<file path="src/rtl/sr_shift_ctrl_if.sv">
// sr_shift_ctrl_if: word-load handshake, abort and serial-link outputs of the
// shift controller.
// The master side is the word producer and serial consumer. The slave side
// is the controller.
interface sr_shift_ctrl_if #(
  parameter int WIDTH = 8
);
  logic             load_valid;
  logic [WIDTH-1:0] load_data;
  logic             load_ready;
  logic             abort;
  logic             serial_out;
  logic             frame;
  logic             busy;
  logic             done;

  modport master (
    output load_valid, load_data, abort,
    input  load_ready, serial_out, frame, busy, done
  );

  modport slave (
    input  load_valid, load_data, abort,
    output load_ready, serial_out, frame, busy, done
  );
endinterface

</file>
<file path="src/rtl/sr_shift_ctrl.sv">
// sr_shift_ctrl: accepts parallel words over valid/ready, serialises each one
// bit per clock with a frame qualifier, pulses done after a completed frame,
// then inserts GAP_CYCLES idle cycles.
// The done cycle counts as the first gap cycle. When GAP_CYCLES is 0, the done
// cycle is an IDLE cycle, so accept-to-accept spacing is WIDTH+GAP_CYCLES+1.
// Optional macro SR_SHIFT_CTRL_PARITY_EN appends an even-parity bit after the
// data bits, which makes each frame one bit longer.
module sr_shift_ctrl #(
  parameter int WIDTH      = 8,
  parameter int GAP_CYCLES = 1,
  parameter int MSB_FIRST  = 1
) (
  input  logic           clk,
  input  logic           rst_n,
  sr_shift_ctrl_if.slave bus
);

`ifdef SR_SHIFT_CTRL_PARITY_EN
  localparam int FRAME_LEN = WIDTH + 1;
`else
  localparam int FRAME_LEN = WIDTH;
`endif
  localparam int CNT_W = $clog2(WIDTH + 2);
  localparam logic [CNT_W-1:0] C_LAST_IDX = CNT_W'(FRAME_LEN - 1);
  localparam logic [3:0] C_GAP_LAST = 4'((GAP_CYCLES > 0) ? GAP_CYCLES - 1 : 0);

  typedef enum logic [1:0] {
    S_IDLE  = 2'd0,
    S_SHIFT = 2'd1,
    S_GAP   = 2'd2
  } state_t;

  state_t           r_state, w_state_nxt;
  logic [CNT_W-1:0] r_cnt, w_cnt_nxt;
  logic [3:0]       r_gap, w_gap_nxt;
  logic [WIDTH-1:0] r_shreg, w_shreg_nxt;
  logic             r_serial, w_serial_nxt;
  logic             r_frame, w_frame_nxt;
  logic             r_done, w_done_nxt;
  logic             w_load_ready;
  logic             w_accept;
`ifdef SR_SHIFT_CTRL_PARITY_EN
  logic             r_par, w_par_nxt;
`endif

  // Bit that leaves the word first, given the transmit order.
  function automatic logic head_bit(input logic [WIDTH-1:0] v);
    return (MSB_FIRST != 0) ? v[WIDTH-1] : v[0];
  endfunction

  // Word with the transmitted bit removed and a zero filled in behind it.
  function automatic logic [WIDTH-1:0] shift_word(input logic [WIDTH-1:0] v);
    return (MSB_FIRST != 0) ? {v[WIDTH-2:0], 1'b0} : {1'b0, v[WIDTH-1:1]};
  endfunction

  assign w_load_ready = (r_state == S_IDLE) && rst_n && !bus.abort;
  assign w_accept     = w_load_ready && bus.load_valid;

  assign bus.load_ready = w_load_ready;
  assign bus.busy       = (r_state != S_IDLE);
  assign bus.serial_out = r_serial;
  assign bus.frame      = r_frame;
  assign bus.done       = r_done;

  // Next-state and next-output decode. The outputs are registered, so the
  // first bit is presented in the cycle right after the accept edge.
  always_comb begin
    w_state_nxt  = r_state;
    w_cnt_nxt    = r_cnt;
    w_gap_nxt    = r_gap;
    w_shreg_nxt  = r_shreg;
    w_serial_nxt = 1'b0;
    w_frame_nxt  = 1'b0;
    w_done_nxt   = 1'b0;
`ifdef SR_SHIFT_CTRL_PARITY_EN
    w_par_nxt    = r_par;
`endif
    case (r_state)
      S_IDLE: begin
        if (w_accept) begin
          w_state_nxt  = S_SHIFT;
          w_cnt_nxt    = '0;
          w_shreg_nxt  = shift_word(bus.load_data);
          w_serial_nxt = head_bit(bus.load_data);
          w_frame_nxt  = 1'b1;
`ifdef SR_SHIFT_CTRL_PARITY_EN
          w_par_nxt    = ^bus.load_data;
`endif
        end
      end
      S_SHIFT: begin
        if (bus.abort) begin
          w_state_nxt = S_IDLE;
        end else if (r_cnt == C_LAST_IDX) begin
          // The last bit is on the line now, so done goes out next cycle.
          w_done_nxt  = 1'b1;
          w_gap_nxt   = '0;
          w_state_nxt = (GAP_CYCLES > 0) ? S_GAP : S_IDLE;
        end else begin
          w_cnt_nxt    = r_cnt + 1'b1;
          w_frame_nxt  = 1'b1;
          w_serial_nxt = head_bit(r_shreg);
          w_shreg_nxt  = shift_word(r_shreg);
`ifdef SR_SHIFT_CTRL_PARITY_EN
          if (r_cnt == CNT_W'(WIDTH - 1)) begin
            w_serial_nxt = r_par;
          end
`endif
        end
      end
      S_GAP: begin
        if (bus.abort || (r_gap == C_GAP_LAST)) begin
          w_state_nxt = S_IDLE;
        end else begin
          w_gap_nxt = r_gap + 1'b1;
        end
      end
      default: begin
        w_state_nxt = S_IDLE;
      end
    endcase
  end

  // State and datapath registers. Reset clears every register.
  always_ff @(posedge clk) begin
    if (!rst_n) begin
      r_state  <= S_IDLE;
      r_cnt    <= '0;
      r_gap    <= '0;
      r_shreg  <= '0;
      r_serial <= 1'b0;
      r_frame  <= 1'b0;
      r_done   <= 1'b0;
`ifdef SR_SHIFT_CTRL_PARITY_EN
      r_par    <= 1'b0;
`endif
    end else begin
      r_state  <= w_state_nxt;
      r_cnt    <= w_cnt_nxt;
      r_gap    <= w_gap_nxt;
      r_shreg  <= w_shreg_nxt;
      r_serial <= w_serial_nxt;
      r_frame  <= w_frame_nxt;
      r_done   <= w_done_nxt;
`ifdef SR_SHIFT_CTRL_PARITY_EN
      r_par    <= w_par_nxt;
`endif
    end
  end

endmodule

</file>
<file path="src/flat_wrapper.sv">
// flat-port wrapper written by rule: the top's interface ports become plain ports
module sr_shift_ctrl_flat 
#(
  parameter int WIDTH      = 8,
  parameter int GAP_CYCLES = 1,
  parameter int MSB_FIRST  = 1
)
  (clk, rst_n, bus_load_valid, bus_load_data, bus_abort, bus_load_ready, bus_serial_out, bus_frame, bus_busy, bus_done);
  sr_shift_ctrl_if #(.WIDTH(WIDTH)) bus_i ();
  input  logic clk;
  input  logic rst_n;
  input wire logic [$bits(bus_i.load_valid)-1:0] bus_load_valid;
  input wire logic [$bits(bus_i.load_data)-1:0] bus_load_data;
  input wire logic [$bits(bus_i.abort)-1:0] bus_abort;
  output wire logic [$bits(bus_i.load_ready)-1:0] bus_load_ready;
  output wire logic [$bits(bus_i.serial_out)-1:0] bus_serial_out;
  output wire logic [$bits(bus_i.frame)-1:0] bus_frame;
  output wire logic [$bits(bus_i.busy)-1:0] bus_busy;
  output wire logic [$bits(bus_i.done)-1:0] bus_done;
  assign bus_i.load_valid = bus_load_valid;
  assign bus_i.load_data = bus_load_data;
  assign bus_i.abort = bus_abort;
  assign bus_load_ready = bus_i.load_ready;
  assign bus_serial_out = bus_i.serial_out;
  assign bus_frame = bus_i.frame;
  assign bus_busy = bus_i.busy;
  assign bus_done = bus_i.done;
  sr_shift_ctrl #(.WIDTH(WIDTH), .GAP_CYCLES(GAP_CYCLES), .MSB_FIRST(MSB_FIRST)) u_core (.clk(clk), .rst_n(rst_n), .bus(bus_i));
endmodule
</file>
<file path="config.mk">
export PLATFORM = sky130hd
export DESIGN_NAME = sr_shift_ctrl_flat
export DESIGN_NICKNAME = d
export VERILOG_FILES = /design/src/rtl/sr_shift_ctrl_if.sv /design/src/rtl/sr_shift_ctrl.sv /design/src/flat_wrapper.sv
export SDC_FILE = /design/constraint.sdc
export NUM_CORES = 1
export LEC_CHECK = 0
export BUFFER_PORTS_ARGS = -buffer_cell sky130_fd_sc_hd__buf_2
export CAP_MARGIN = 40
export CORE_UTILIZATION = 50
export CTS_BUF_LIST = sky130_fd_sc_hd__clkbuf_4
export DETAILED_ROUTE_END_ITERATION = 7
export PLACE_DENSITY = 0.72
export SETUP_SLACK_MARGIN = 0.2
export SLEW_MARGIN = 20
export SYNTH_ARGS = -nofsm -noshare
export SYNTH_HDL_FRONTEND = slang
export SYNTH_SLANG_ARGS = --single-unit
</file>
<file path="constraint.sdc">
create_clock -name clk -period 2.3 [get_ports clk]
set_clock_uncertainty 0.2 [all_clocks]
set_input_delay 0.115 -clock clk [delete_from_list [all_inputs] [get_ports clk]]
set_output_delay 0.115 -clock clk [all_outputs]
set_load 0.03 [all_outputs]
</file>
==> impl_metrics.tcl, run 1 <==
set metrics [dict create \
    start_util_pct 53.2 \
    setup_viol_count_final 0 \
    synth_nets 127 \
    cts_buffers 3 \
    cp_slowest_cell "dlygate4sd3_1" \
    cts_resized 0 \
    clk_root_buffer_cell "clkbuf_4" \
    clock.fmax_mhz 527 \
    final_common_cell "dfxtp_1" \
    antenna_found_initial 0 \
    switching_power_mw 0.153 \
    syn_area_um2 1030 \
    min_period_ns 1.90 \
    path_cells "dlygate4sd3_1 > buf_2 > nor4b_4 > buf_4 > nand3_1 > dlygate4sd3_1 > o21ai_0" \
    ys_types 38 \
    core_um2 1940 \
    routed_wl_um 2350 \
    critPathMaxStageDelay_ns 0.56 \
    p_seq_share_pct 59.0 \
    viasPerCell 5.75 \
    synth_enable_flop_cells 0 \
    grt_pass1_wl_um 3490 \
    ir_worst_vdd_v 0.000339 \
    critPathLaunchType "input port" \
    portBuffers 16 \
    layout_common_cells "20 x dfxtp_1, 19 x nand2_1, 16 x buf_2" \
    synth_warnings 0 \
    p_int_mw 0.463 \
    final_nets 157 \
    status "completed" \
    cp.required_ns 2.33 \
    tns_ns 0 \
    ys.flop_type "dfxtp_1" \
    synth_area_per_cell_um2 9.22 \
    die_area_um2 2250 \
    critPathKind "input port to flop" \
    clockPowerShare_pct 26.4 \
    synth_seq_cells 20 \
    grt_usage_pct 21.9 \
    drc_errors 0 \
    power_mw 0.616 \
    swShare_pct 24.9 \
    grt_overflow_total 0 \
    drt-initial-drc-count 23 \
    die_h_um 47.4 \
    worstHoldPathType "input port to flop" \
    power_density_nw_per_um2 483 \
    die_x_um 47.4 \
    clock_sinks 20 \
    slew_viol_final 0 \
    tightest_slew_ns 0.430 \
    clk_pin_slew_ns 0.11 \
    arrival_ns 1.93 \
    rsz0062_at_grt "no" \
    power_frac_comb_pct 14.6 \
    wl_per_cell_um 14.1 \
    htreeDepth 1 \
    yosysSeqAreaShare_pct 38.8 \
    grt_pass1_vias 772 \
    async_flop_share_pct 0 \
    cts_tree "done" \
    row_count 16 \
    syn_to_final_growth_pct 23.4 \
    hpwl_um 1530 \
    gp_congestion 0.760 \
    maxCapViolCount 0 \
    hold_viol 0 \
    syn_inst 112 \
    dr_total_vias 961 \
    antennaDiodeCount 0 \
    fin_util_pct 65.6 \
    drt_first_pass_iters 6 \
    io_pins 17 \
    drtAntennaViolNets 0 \
    post-place-ws_ns 0.434 \
    grt_max_degree 14 \
    leakagePower_nw 0.492 \
    insertion_delay_ns 0.30 \
    setup_slack_ns 0.401 \
    final_layout_size_suffix_gt1_share_pct 22.1 \
    worstPathMaxFanout 9 \
    max_slew_margin_pct 71.2 \
    endpoint_kind "flop" \
    path_common_cell "dlygate4sd3_1" \
    period_share_pct 82.6 \
    cts_buffer_depth 2 \
]
-- through the flow --
stage	instance area (µm²)	cells	hold WS (ns)
2_1_floorplan	1030	112	0.0454
3_3_place_gp	1120	150	0.147
3_5_place_dp	1120	150	0.160
4_1_cts	1250	164	0.0567
5_1_grt	1270	167	0.0694
6_report	1270	167	0.0634
-- state kept, by name (all words and copies together) (netlist names) --
name	count
u_core.bus.done	1
u_core.bus.serial_out	1
u_core.r_shreg	7
u_core.r_state	2
u_core.bus.frame	1
u_core.r_gap	4
u_core.r_cnt	4
-- logic make-up after synthesis --
logic type	count (synthesis)	share of synthesized area [%]
AO/OA/AOI/OAI	25	20.2
multiplexers	2	1.94
flip-flops	20	38.8
buffers and inverters	12	6.30
AND/OR/NAND/NOR	50	29.1
adder cells (fa/ha/maj)	3	3.64
-- worst paths after layout --
check	from	to	slack, ns	depth (start not counted)
worst min-delay path	bus_abort	u_core.r_cnt[2]	0.06	4
worst min register to register	u_core.r_shreg[7]	u_core.bus.serial_out	0.29	2
worst max register to register	u_core.r_cnt[0]	u_core.r_gap[1]	0.41	4
worst max-delay path	rst_n	u_core.r_shreg[1]	0.40	7
-- power by group through the flow --
| stage | sequential, mW | combinational, mW | clock (mW) |
|---|---|---|---|
| floorplan | 0.371 | 0.0491 | 0 |
| global placement | 0.370 | 0.0691 | 0 |
| detailed placement | 0.371 | 0.0707 | 0 |
| CTS | 0.363 | 0.0839 | 0.168 |
| global route | 0.365 | 0.0965 | 0.186 |
| finish | 0.363 | 0.0897 | 0.163 |
-- layout make-up --
type                    count  area (µm²)
fillers                   168         668
multi-input cells          80         567
flip-flops and latches     20         400
repair buffers             33         235
well taps                  27        33.8
clock buffers               3        22.5
inverters                   4        15.0
-- worst max-delay path, delay by kind of cell --
family | cells | cell delay [ns]
compound gates | 1 | 0.08
buf+inv | 4 | 1.45
simple gates | 2 | 0.28
-- metal layers --
metal  GRT usage [%]  up-vias  share of wire, %  wire [µm]
li1                -      475                 -          -
met1            29.7      452                45       1060
met2            34.2       34                49       1160
met3            7.17        0               5.3        124
met4            4.00        0                 0          0
met5               0        -                 0          0
-- Yosys cell counts (all sizes together) (3+ instances only) --
cell type / n / area, µm²
inv: 4 / 15.0
and2: 3 / 18.8
a311oi: 6 / 52.6
clkbuf: 3 / 11.3
o21ai: 3 / 15.0
nand3: 8 / 40.0
dfxtp: 20 / 400
buf: 5 / 38.8
ha: 3 / 37.5
nand2: 19 / 71.3
a221oi: 6 / 52.6
-- what timing repair did --
item / in CTS / in global routing
buffers inserted: 0 / 3
endpoints found under the setup margin: 0 / 1
hold buffers: 11 / 0
endpoints found under the hold margin: 12 / 0
(Power assumes the default switching activity.)
==> run 2: changes to the inputs <==
- ABC_AREA: unset -> 1
- clock period: 2.3 -> 1.9 ns (I/O delays scaled with it)
==> run 2 against run 1 <==
Against the previous run: design area decreased by 1.9%; first-iteration DRC count unchanged; largest power group unchanged; synthesized area decreased by 3.6%; utilization increased by 3.8 points.
==> impl_metrics.tcl, run 2 <==
set metrics [dict create \
    status "completed" \
    clock_sinks 20 \
    synth_nets 163 \
    viasPerCell 4.85 \
    grt_max_degree 14 \
    grt_pass1_vias 848 \
    grt_pass1_wl_um 3410 \
    p_seq_share_pct 57.8 \
    cp_num_buf_inv 2 \
    insertion_delay_ns 0.30 \
    min_period_ns 1.59 \
    syn_inst 148 \
    path_delay_family "simple AND/OR/NAND/NOR gates" \
    gp_congestion 0.756 \
    worstHoldPathType "input port to flop" \
    switching_power_mw 0.208 \
    yosysSeqAreaShare_pct 40.3 \
    regArea_um2 400 \
    tightest_slew_ns 0.225 \
    worstPathMaxFanout 11 \
    synth_area_per_cell_um2 6.72 \
    routed_wl_um 2170 \
    ir_worst_vdd_v 0.000639 \
    grt_usage_pct 22.5 \
    leakagePower_nw 0.605 \
    n_fill_cell 165 \
    synth_common_cells "37 x nand2_1, 26 x nor2_1, 20 x dfxtp_1" \
    final_layout_size_suffix_gt1_share_pct 18.5 \
    core_um2 1800 \
    die_x_um 46.6 \
    async_flop_share_pct 0 \
    multiInputGateArea_um2 515 \
    hpwl_um 1420 \
    drt_first_pass_iters 4 \
    cts_buffer_depth 2 \
    cts_buffers 3 \
    synth.top_cell.area_share_pct 40.3 \
    clock.fmax_mhz 629 \
    clk_root_buffer_cell "clkbuf_4" \
    critPathLaunchType "flop" \
    synthTopCellsByArea "dfxtp_1 40%, nand2_1 14%, nor2_1 9.8%, inv_1 5.7%, nand3_1 5.5%" \
    power_density_nw_per_um2 619 \
    ys.flop_type "dfxtp_1" \
    hold_viol 0 \
    max_slew_margin_pct 84.9 \
    final_common_cell "nand2_1" \
    ys_types 19 \
    path_common_cell "nand2_2" \
    critPathMaxStageDelay_ns 0.35 \
    maxCapViolCount 0 \
    reg_top3 "u_core.r_shreg (7), u_core.r_cnt (4), u_core.r_gap (4)" \
    largest_reg_flops 7 \
    arrival_ns 1.59 \
    row_count 15 \
    cp.required_ns 1.90 \
    setup_viol_count_final 0 \
    yosysMostFrequentCell "nand2_1" \
    slew_viol_final 0 \
    clk_pin_slew_ns 0.11 \
    antennaDiodeCount 0 \
    layout_common_cells "36 x nand2_1, 25 x nor2_1, 20 x dfxtp_1" \
    dr_total_vias 985 \
    yosys.area.top_type "dfxtp_1" \
    drt-initial-drc-count 23 \
    power_frac_comb_pct 15.6 \
    path_cells "ha_1 > nand2_1 > inv_1 > nand2_2 > nand2_2 > nand2_4 > clkinv_4 > a21oi_1 > nor2_1" \
    postCtsSetupBuffers 0 \
    syn_area_um2 995 \
    start_util_pct 55.2 \
    p_int_mw 0.566 \
    tns_ns 0 \
    cp_slowest_cell "dfxtp_1" \
    wl_per_cell_um 10.7 \
    final_nets 194 \
    period_share_pct 83.6 \
    postPlaceCellArea_um2 1090 \
    clockPowerShare_pct 26.6 \
    rsz0062_at_grt "yes" \
    design_area_um2 1250 \
    drtAntennaViolNets 0 \
    synth_enable_flop_cells 0 \
    die_h_um 46.6 \
    io_pins 17 \
    synth_seq_cells 20 \
    portBuffers 16 \
    cts_tree "done" \
    htreeDepth 1 \
    synth_warnings 0 \
    regMostFlops "u_core.r_shreg" \
    syn_to_final_growth_pct 25.7 \
    swShare_pct 26.9 \
    grt_overflow_total 0 \
    endpoint_kind "flop" \
    drc_errors 0 \
    die_area_um2 2170 \
    critPathKind "flop to flop" \
    antenna_found_initial 0 \
]
run 2: cell count changes after synthesis, moves of 9 or more:
cell / change
nor2_1: +26
nand2_1: +18
inv_1: +11
a21oi_1: +9
run 2: per-layer routing:
layer,part of all wire (%),global-route usage (%)
met1,50,25.0
met2,46,40.8
met3,4.1,8.24
met4,0.65,3.53
met5,0,0
run 2: tightest hold or removal path, cell delays in order:
cell and delay, ns:
buf_2 0.11, buf_4 0.17, nand2_1 0.07, nor2_1 0.03
run 2: logic make-up (layout without fill, tap and decap cells):
kind of cell	count (synthesis)	count (layout)	synth area share, %
AOI/OAI and AO/OA	20	20	10.1
buffers and inverters	21	50	10.1
adders and majority gates	3	3	3.77
and+or+nand+nor	84	85	35.8
DFF	20	20	40.3
run 2: through the flow:
step	util, %	power, mW	setup slack, ns	std cells	hold slack, ns
finish	69.4	0.774	0.311	203	0.00990
global placement	60.6	0.553	0.302	187	0.169
global route	69.4	0.812	0.186	203	0.00653
detailed placement	60.6	0.555	0.235	187	0.169
floorplan	-	0.527	0.409	148	0.0337
CTS	68.2	0.775	0.203	202	0.00606
run 2: final timing paths:
path              depth (start not counted)  slack, ns              start           endpoint
hold reg to reg                           2       0.30  u_core.r_shreg[1]  u_core.r_shreg[1]
setup / recovery                          9       0.31    u_core.r_cnt[0]    u_core.r_cnt[1]
hold / removal                            4       0.01              rst_n    u_core.r_gap[3]
setup reg to reg                          9       0.31    u_core.r_cnt[0]    u_core.r_cnt[1]
run 2: cell type report:
| cell class | count | share of cell area (%) |
|---|---|---|
| clock buffers | 3 | 1.80 |
| clock inverters | 1 | 0.300 |
| inverters | 17 | 5.71 |
| multi-input cells | 108 | 41.2 |
| flip-flops and latches | 20 | 32.0 |
| well taps | 25 | 2.50 |
| repair buffers | 29 | 16.4 |
run 2: power by group through the flow:
stage / logic [mW] / registers (mW) / clock network, mW
detailed placement: 0.0984 / 0.457 / 0
global placement: 0.0961 / 0.456 / 0
global route: 0.135 / 0.450 / 0.227
CTS: 0.116 / 0.447 / 0.212
finish: 0.121 / 0.448 / 0.206
floorplan: 0.0701 / 0.457 / 0
run 2: repair_timing:
action                                  in CTS  in global routing
gates resized for setup                      0                  5
hold buffers                                11                  0
hold endpoints to repair                    10                  0
endpoints found under the setup margin       0                 13
